**src/rtl/seq_digit_comparator.sv**
```systemverilog
// seq_digit_comparator: digit-serial unsigned magnitude comparator.
// Snapshots two packed multi-digit words and scans them MSB digit first,
// one digit per cycle, stopping at the first digit that differs. Registers
// L/E/R flags, a DONE pulse, a rising-match pulse and a latched alarm.
module seq_digit_comparator #(
  parameter int DIGITS = 6,
  parameter int DW     = 4
) (
  input  logic                 clk,
  input  logic                 rst_n,
  input  logic                 EN,
  input  logic                 START,
  input  logic [DIGITS*DW-1:0] A,
  input  logic [DIGITS*DW-1:0] B,
  input  logic                 ARM,
  input  logic                 ACK,
  output logic                 L,
  output logic                 E,
  output logic                 R,
  output logic                 BUSY,
  output logic                 DONE,
  output logic                 MATCH_RISE,
  output logic                 ALARM
);

  localparam int IW = (DIGITS > 1) ? $clog2(DIGITS) : 1;

  localparam logic [0:0] ST_IDLE = 1'b0;
  localparam logic [0:0] ST_SCAN = 1'b1;

  logic [0:0]           state_q, state_d;
  logic [IW-1:0]        idx_q, idx_d;
  logic [DIGITS*DW-1:0] a_snap_q, a_snap_d;
  logic [DIGITS*DW-1:0] b_snap_q, b_snap_d;
  logic                 l_q, l_d;
  logic                 e_q, e_d;
  logic                 r_q, r_d;
  logic                 done_q, done_d;
  logic                 match_rise_q, match_rise_d;
  logic                 prev_e_q, prev_e_d;
  logic                 alarm_q, alarm_d;

  logic [DW-1:0]        a_dig;
  logic [DW-1:0]        b_dig;

  // Select the snapshot digit currently under inspection.
  always_comb begin
    a_dig = a_snap_q[int'(idx_q)*DW +: DW];
    b_dig = b_snap_q[int'(idx_q)*DW +: DW];
  end

  // Next-state logic: scan control, result flags, match edge and alarm latch.
  always_comb begin
    state_d      = state_q;
    idx_d        = idx_q;
    a_snap_d     = a_snap_q;
    b_snap_d     = b_snap_q;
    l_d          = l_q;
    e_d          = e_q;
    r_d          = r_q;
    done_d       = 1'b0;
    match_rise_d = 1'b0;
    prev_e_d     = prev_e_q;
    alarm_d      = alarm_q;

    if (!EN) begin
      // Disabling throws away any scan in flight and forgets the last result,
      // so the next equal compare counts as a fresh match.
      state_d  = ST_IDLE;
      l_d      = 1'b0;
      e_d      = 1'b0;
      r_d      = 1'b0;
      prev_e_d = 1'b0;
    end else begin
      case (state_q)
        ST_IDLE: begin
          if (START) begin
            a_snap_d = A;
            b_snap_d = B;
            idx_d    = IW'(DIGITS - 1);
            state_d  = ST_SCAN;
          end
        end
        ST_SCAN: begin
          if (a_dig != b_dig) begin
            l_d     = (a_dig > b_dig);
            e_d     = 1'b0;
            r_d     = (a_dig < b_dig);
            done_d  = 1'b1;
            state_d = ST_IDLE;
          end else if (idx_q == '0) begin
            l_d     = 1'b0;
            e_d     = 1'b1;
            r_d     = 1'b0;
            done_d  = 1'b1;
            state_d = ST_IDLE;
          end else begin
            idx_d = idx_q - IW'(1);
          end
        end
        default: state_d = ST_IDLE;
      endcase

      if (done_d) begin
        match_rise_d = e_d & ~prev_e_q;
        prev_e_d     = e_d;
      end
    end

    // Disarming always wins; a new match beats a simultaneous acknowledge so
    // that an alarm is never silently swallowed.
    if (!ARM) begin
      alarm_d = 1'b0;
    end else if (match_rise_d) begin
      alarm_d = 1'b1;
    end else if (ACK) begin
      alarm_d = 1'b0;
    end
  end

  // State and output registers with asynchronous active-low reset.
  always_ff @(posedge clk or negedge rst_n) begin
    if (!rst_n) begin
      state_q      <= ST_IDLE;
      idx_q        <= '0;
      a_snap_q     <= '0;
      b_snap_q     <= '0;
      l_q          <= 1'b0;
      e_q          <= 1'b0;
      r_q          <= 1'b0;
      done_q       <= 1'b0;
      match_rise_q <= 1'b0;
      prev_e_q     <= 1'b0;
      alarm_q      <= 1'b0;
    end else begin
      state_q      <= state_d;
      idx_q        <= idx_d;
      a_snap_q     <= a_snap_d;
      b_snap_q     <= b_snap_d;
      l_q          <= l_d;
      e_q          <= e_d;
      r_q          <= r_d;
      done_q       <= done_d;
      match_rise_q <= match_rise_d;
      prev_e_q     <= prev_e_d;
      alarm_q      <= alarm_d;
    end
  end

  assign L          = l_q;
  assign E          = e_q;
  assign R          = r_q;
  assign BUSY       = (state_q == ST_SCAN);
  assign DONE       = done_q;
  assign MATCH_RISE = match_rise_q;
  assign ALARM      = alarm_q;

endmodule

```
**config.mk**
```make
export PLATFORM = sky130hd
export DESIGN_NAME = seq_digit_comparator
export DESIGN_NICKNAME = d
export VERILOG_FILES = /design/src/rtl/seq_digit_comparator.sv
export SDC_FILE = /design/constraint.sdc
export NUM_CORES = 1
export LEC_CHECK = 0
export CAP_MARGIN = 40
export CORE_MARGIN = 4
export CORE_UTILIZATION = 25
export CTS_CLUSTER_SIZE = 14
export DETAILED_ROUTE_END_ITERATION = 10
export PLACE_DENSITY = 0.48
export SYNTH_ARGS = -nofsm -noshare
export SYNTH_HDL_FRONTEND = slang
export SYNTH_SLANG_ARGS = --single-unit
```
**constraint.sdc**
```tcl
create_clock -name clk -period 3.9 [get_ports clk]
set_input_delay 0.585 -clock clk [delete_from_list [all_inputs] [get_ports clk]]
set_output_delay 0.585 -clock clk [all_outputs]
set_load 0.02 [all_outputs]
```
==> results of run 1 <==
where the power goes:
group / internal (uW) / switching, uW / total (uW)
registers: 725 / 79.3 / 805
clock network: 476 / 252 / 728
logic: 296 / 212 / 508
total: 1500 / 543 / 2040
cells by family (layout without fill, tap and decap cells):
family,after synthesis,after routing,share of synthesized area (%)
buffers and inverters,14,83,3.176
AOI/OAI and AO/OA,22,22,4.447
DFF,59,59,53.54
adders and majority gates,6,6,2.722
and+or+nand+nor,34,34,6.442
muxes,65,65,29.67
state kept, by name, indices dropped and copies added, names as in the netlist:
signal,flops
a_snap_q,24
R,1
E,1
b_snap_q,24
MATCH_RISE,1
DONE,1
ALARM,1
prev_e_q,1
BUSY,1
idx_q,3
L,1
cell usage in the layout, fill, tap and decap left out, drive strengths merged, types with 2 or more instances in the layout:
cell type / Yosys / layout
dfrtp: 59 / 59
clkdlybuf4s50: 0 / 59
mux2: 48 / 48
nand2: 12 / 12
clkbuf: 0 / 12
o21ai: 11 / 11
mux2i: 9 / 9
nor2: 9 / 9
mux4: 8 / 8
a21oi: 6 / 6
ha: 6 / 6
inv: 5 / 5
nand4: 3 / 3
nor2b: 3 / 3
bufinv: 0 / 3
buf: 9 / 3
nand2b: 2 / 2
o21a: 2 / 2
path summary, 6_finish.rpt:
| kind | startpoint | to | slack [ns] | cells after the start |
|---|---|---|---|---|
| max | idx_q[0] | idx_q[2] | 0.98 | 9 |
| min | rst_n | prev_e_q | 0.28 | 1 |
| max reg2reg | idx_q[0] | idx_q[2] | 0.98 | 9 |
| min reg2reg | prev_e_q | MATCH_RISE | 0.49 | 1 |
| max in group asynchronous | rst_n | b_snap_q[4] | 2.77 | 2 |
| min in group clk | prev_e_q | MATCH_RISE | 0.49 | 1 |
per-layer routing:
layer / vias to the layer above / global-route usage (%) / part of all wire [%]
met2: 42 / 16.43 / 46
met5: - / 0 / 0
li1: 855 / - / -
met3: 13 / 2.995 / 4.0
met4: 0 / 5.689 / 2.5
met1: 882 / 13.33 / 47
critical path: stages (launching register included):
cell and delay [ns]:
dfrtp_1 0.66, buf_4 0.30, mux4_2 0.52, nand2_1 0.08, o21ai_0 0.10, ha_1 0.29
nand4_1 0.26, nor3_1 0.28, mux2i_1 0.22, nand2_1 0.07
Yosys cell counts, drive strengths merged (2+ instances only):
library cell	instances	area (um2)
nor2	9	33.78
nand4	3	18.77
mux4	8	187.7
o21ai	11	55.05
nand2	12	45.04
mux2i	9	90.09
buf	9	68.81
ha	6	75.07
a21oi	6	30.03
o21a	2	15.01
inv	5	18.77
nand2b	2	12.51
nor2b	3	18.77
mux2	48	540.5
dfrtp	59	1476
metrics by stage:
| stage | hold slack (ns) | instances | setup WS, ns | util [%] |
|---|---|---|---|---|
| 2_1_floorplan | 0.2894 | 200 | 1.650 | - |
| 3_3_place_gp | 0.4667 | 393 | 1.055 | 32.05 |
| 3_5_place_dp | 0.4702 | 393 | 0.9760 | 32.05 |
| 4_1_cts | 0.3035 | 409 | 0.9632 | 34.45 |
| 5_1_grt | 0.3417 | 409 | 0.7241 | 34.45 |
| 6_report | 0.2774 | 409 | 0.9757 | 34.45 |
cell type report:
cell class	instances	area, um2	area share (%)
multi-input cells	127	1194	31.96
clock buffers	12	165.2	4.422
flip-flops and latches	59	1476	39.53
clock inverters	4	95.09	2.546
inverters	5	18.77	0.5025
repair buffers	62	610.6	16.35
well taps	140	175.2	4.690
==> out/metrics.yaml, run 1 <==
status:
  outcome: "finished, final reports clean"
grt:
  track_usage_pct: 10.57
  grt_antenna_before_repair: 0
  overflow: 0
  first_global_vias: 1989
  grt_max_degree: 52
  grt_pass1_wl_um: 10340
worst_setup_path:
  cp_max_fo: 10
  cp-start-kind: "register"
  path_class: "reg -> reg"
  arrival_ns: 3.12
  critical_path_required_ns: 4.09
  endpoint_kind: "register"
synth:
  syn-instance-count: 200
  ys_ff_latch: 59
  synth_nets: 260
  avgSynthCellArea_um2: 13.79
  syn-cell-area_um2: 2758
  synthArstFlopShare_pct: 100.0
  synth_ff_type: "dfrtp_1"
  yosys_warnings: 0
  synth-edff-count: 0
  synth-seq-area-share_pct: 53.54
  synth_cell_type_count: 27
clock_network:
  clk_pin_slew_ns: 0.08
  cts-resized-gates: 0
  ctsRootBufferMaster: "clkbuf_8"
  cts.sinks: 59
  numCtsBuffers: 9
  insertion_delay_ns: 0.35
  ctsHoldBuffers: 0
  cts_buffer_depth: 2
  cts_setup_buffers: 0
  cts_tree: "done"
  h-tree-depth: 3
sta:
  skew_ns: 0.01389
  final-setup-viol-count: 0
  slew_viol_final: 0
  fmax_mhz: 342.0
  rsz0062_at_grt: "no"
  fin_crit_sh_pct: 74.98
  worst_pin_slew_ns: 0.7605
  relSlewSlack_pct: 49.30
  finalCriticalPeriod_ns: 2.924
  finalSetupTns_ns: 0
  hold_violations: 0
placement:
  gp_congestion: 0.7065
  place_area_um2: 3475
  place_hpwl_um: 4468
  port-buffer-count: 60
pwr:
  p_leak_uw: 0.001587
  vdd_drop_max_mv: 0.1746
  powerDensity_nw_per_um2: 546.2
  power_uw: 2040
floorplanning:
  core_area_um2: 10840
  die_w_um: 113.0
  die_area_um2: 12770
  pin_count: 61
  start_util_pct: 25.44
  die_y_um: 113.0
  rows: 38
finish:
  areaGrowthSynthToFinish_pct: 35.44
  stdcell_area_um2: 3735
  n_fill_cell: 1087
  num_antenna_cells: 0
  nets: 324
  drive_gt1_share_pct: 26.77
detailed_routing:
  vias_per_cell: 4.381
  drt-wirelength-per-cell_um: 15.30
  post-route-drc-count: 0
  first_pass_iters: 4
  num_vias: 1792
  drtAntennaViolNets: 0
  drt_iter0_markers: 51
  routed_wl_um: 6257
run:
  max_cap_viol_count: 0
min_path:
  hold_path.class: "in -> async"
No activity file was read; power rests on OpenSTA's default activity.
==> run 2: changes to the inputs <==
--- a/config.mk
+++ b/config.mk
@@ -10,7 +10,7 @@
 export CORE_UTILIZATION = 25
 export CTS_CLUSTER_SIZE = 14
 export DETAILED_ROUTE_END_ITERATION = 10
-export PLACE_DENSITY = 0.48
+export PLACE_DENSITY = 0.5
 export SYNTH_ARGS = -nofsm -noshare
 export SYNTH_HDL_FRONTEND = slang
 export SYNTH_SLANG_ARGS = --single-unit
==> constraint.sdc (replaced) <==
create_clock -name clk -period 2.66 [get_ports clk]
set_input_delay 0.399 -clock clk [delete_from_list [all_inputs] [get_ports clk]]
set_output_delay 0.399 -clock clk [all_outputs]
set_load 0.02 [all_outputs]
==> run 2 against run 1 <==
  * Sequential share of layout area rose by 0.14 points
  * Non-clock buffer count up 6
  * Sequential power up 44%
  * Total power increased by 33%
  * Clock skew fell by 0.011 ns
  * Combinational power grew 62%
  * Final area fell by 0.27%
  * Die area unchanged
  * Via count is 0.11% lower
  * Critical path depth unchanged
==> out/metrics.yaml, run 2 (synthesized netlist as in run 1, its figures left out) <==
finish:
  drive_gt1_share_pct: 28.10
  num_antenna_cells: 0
  nets: 330
  layout_common_cells: "clkdlybuf4s50_1 (59), dfrtp_1 (58), mux2_2 (45)"
  areaGrowthSynthToFinish_pct: 35.07
  fin_cells: 414
  fin_util_pct: 34.36
  top_regs: "a_snap_q x24, b_snap_q x24, idx_q x3"
  stdcell_area_um2: 3725
  final_common_cell: "clkdlybuf4s50_1"
clock_network:
  clk_pin_slew_ns: 0.06
  h-tree-depth: 3
  cts.sinks: 59
  ctsRootBufferMaster: "clkbuf_8"
  cts_buffer_depth: 2
  numCtsBuffers: 9
  cts_tree: "done"
  insertion_delay_ns: 0.33
worst_setup_path:
  arrival_ns: 2.68
  critical_path_required_ns: 2.86
  rrSetupSlack_ns: 0.18
  cp-start-kind: "register"
  worstPathCellList: "buf_4 > mux4_1 > nand2_1 > o21ai_0 > ha_1 > nand4_1 > nor3_1 > mux2i_1 > nand2_1"
  cp_max_fo: 6
  slowest_delay_ns: 0.56
  critical-path-slowest-cell: "mux4_1"
  worst_path_most_repeated_cell: "nand2_1"
  reg2reg_depth: 9
  path_class: "reg -> reg"
  endpoint_kind: "register"
  path_buf_inv: 1
  crit_family: "multiplexers"
  cp.depth: 9
detailed_routing:
  drt-wirelength-per-cell_um: 14.84
  drt_iter0_markers: 90
  first_pass_iters: 4
  drtAntennaViolNets: 0
  routed_wl_um: 6144
  num_vias: 1790
  post-route-drc-count: 0
  vias_per_cell: 4.324
placement:
  place_area_um2: 3522
  place_hpwl_um: 4525
  dpl.cell_count: 396
  gp_congestion: 0.8069
  port-buffer-count: 60
sta:
  skew_ns: 0.003179
  final-setup-viol-count: 0
  fmax_mhz: 404.0
  fin_crit_sh_pct: 93.06
  worst_pin_slew_ns: 0.7148
  rsz0062_at_grt: "no"
  hold_violations: 0
  finalSetupTns_ns: 0
  slew_viol_final: 0
  finalCriticalPeriod_ns: 2.475
  relSlewSlack_pct: 52.35
grt:
  first_global_vias: 1998
  grt_antenna_before_repair: 0
  track_usage_pct: 10.23
  overflow: 0
  grt_max_degree: 52
  use_met2_pct: 15.44
  grt_busiest_layer: "met2"
  met3_usage_pct: 3.797
  grt_pass1_wl_um: 10160
  use_met1_pct: 13.61
floorplanning:
  start_util_pct: 25.44
  die_area_um2: 12770
  core_area_um2: 10840
  die_y_um: 113.0
  pin_count: 61
  rows: 38
  die_w_um: 113.0
pwr:
  powerDensity_nw_per_um2: 727.7
  p_leak_uw: 0.001586
  vdd_drop_max_mv: 0.2671
  power_uw: 2710
status:
  outcome: "finished, final reports clean"
min_path:
  hold_path.class: "in -> async"
run:
  max_cap_viol_count: 0
## run 2: what timing repair did
action                     CTS  global route
gates resized for setup      1             0
buffers inserted             0             3
hold buffers                 0             0
setup endpoints to repair    3             3
pin swaps                    0             0
## run 2: power by group
part	switching [uW]	internal, uW
sequential	91.7	1070
clock	324	406
combinational	349	474
## run 2: path summary, 6_finish.rpt
check	startpoint	end
max	idx_q[0]	idx_q[2]
min	rst_n	b_snap_q[22]
max reg2reg	idx_q[0]	idx_q[2]
min reg2reg	prev_e_q	MATCH_RISE
max in group asynchronous	rst_n	b_snap_q[3]
min in group clk	prev_e_q	MATCH_RISE
## run 2: per-layer routing
metal,vias up,part of all wire (%)
met3,6,5.1
met4,0,1.2
met2,40,47
li1,860,-
met5,-,0
met1,884,47
## run 2: worst register-to-register path: cells and delay by family (launching register included)
kind            cells  cell delay (ns)
flops               1             0.36
fa+ha+maj           1             0.31
simple gates        4             0.66
compound gates      1             0.08
mux                 2             0.79
buf+inv             1             0.15
## run 2: layout make-up
type | count | area, um2
clock buffer | 13 | 168.9
clock inverter | 2 | 10.01
sequential | 59 | 1478
inverter | 5 | 18.77
fill | 1091 | 7116
timing repair buffer | 68 | 680.7
multi-input combinational | 127 | 1194
tap | 140 | 175.2
## run 2: per-stage QoR
step | hold WS, ns | setup slack [ns]
CTS | 0.1371 | 0.1187
global placement | 0.4801 | 0.05435
detailed placement | 0.4732 | -0.007657
global route | 0.1720 | 0.007568
floorplan | 0.1034 | 0.4103
finish | 0.1195 | 0.1846
==> run 3: changes to the inputs <==
--- a/config.mk
+++ b/config.mk
@@ -8,6 +8,7 @@
 export CAP_MARGIN = 40
 export CORE_MARGIN = 4
 export CORE_UTILIZATION = 25
+export CTS_CLUSTER_DIAMETER = 50
 export CTS_CLUSTER_SIZE = 14
 export DETAILED_ROUTE_END_ITERATION = 10
 export PLACE_DENSITY = 0.5
==> results of run 3 <==
The final DEF is identical to that of run 2; final timing and power are the same.
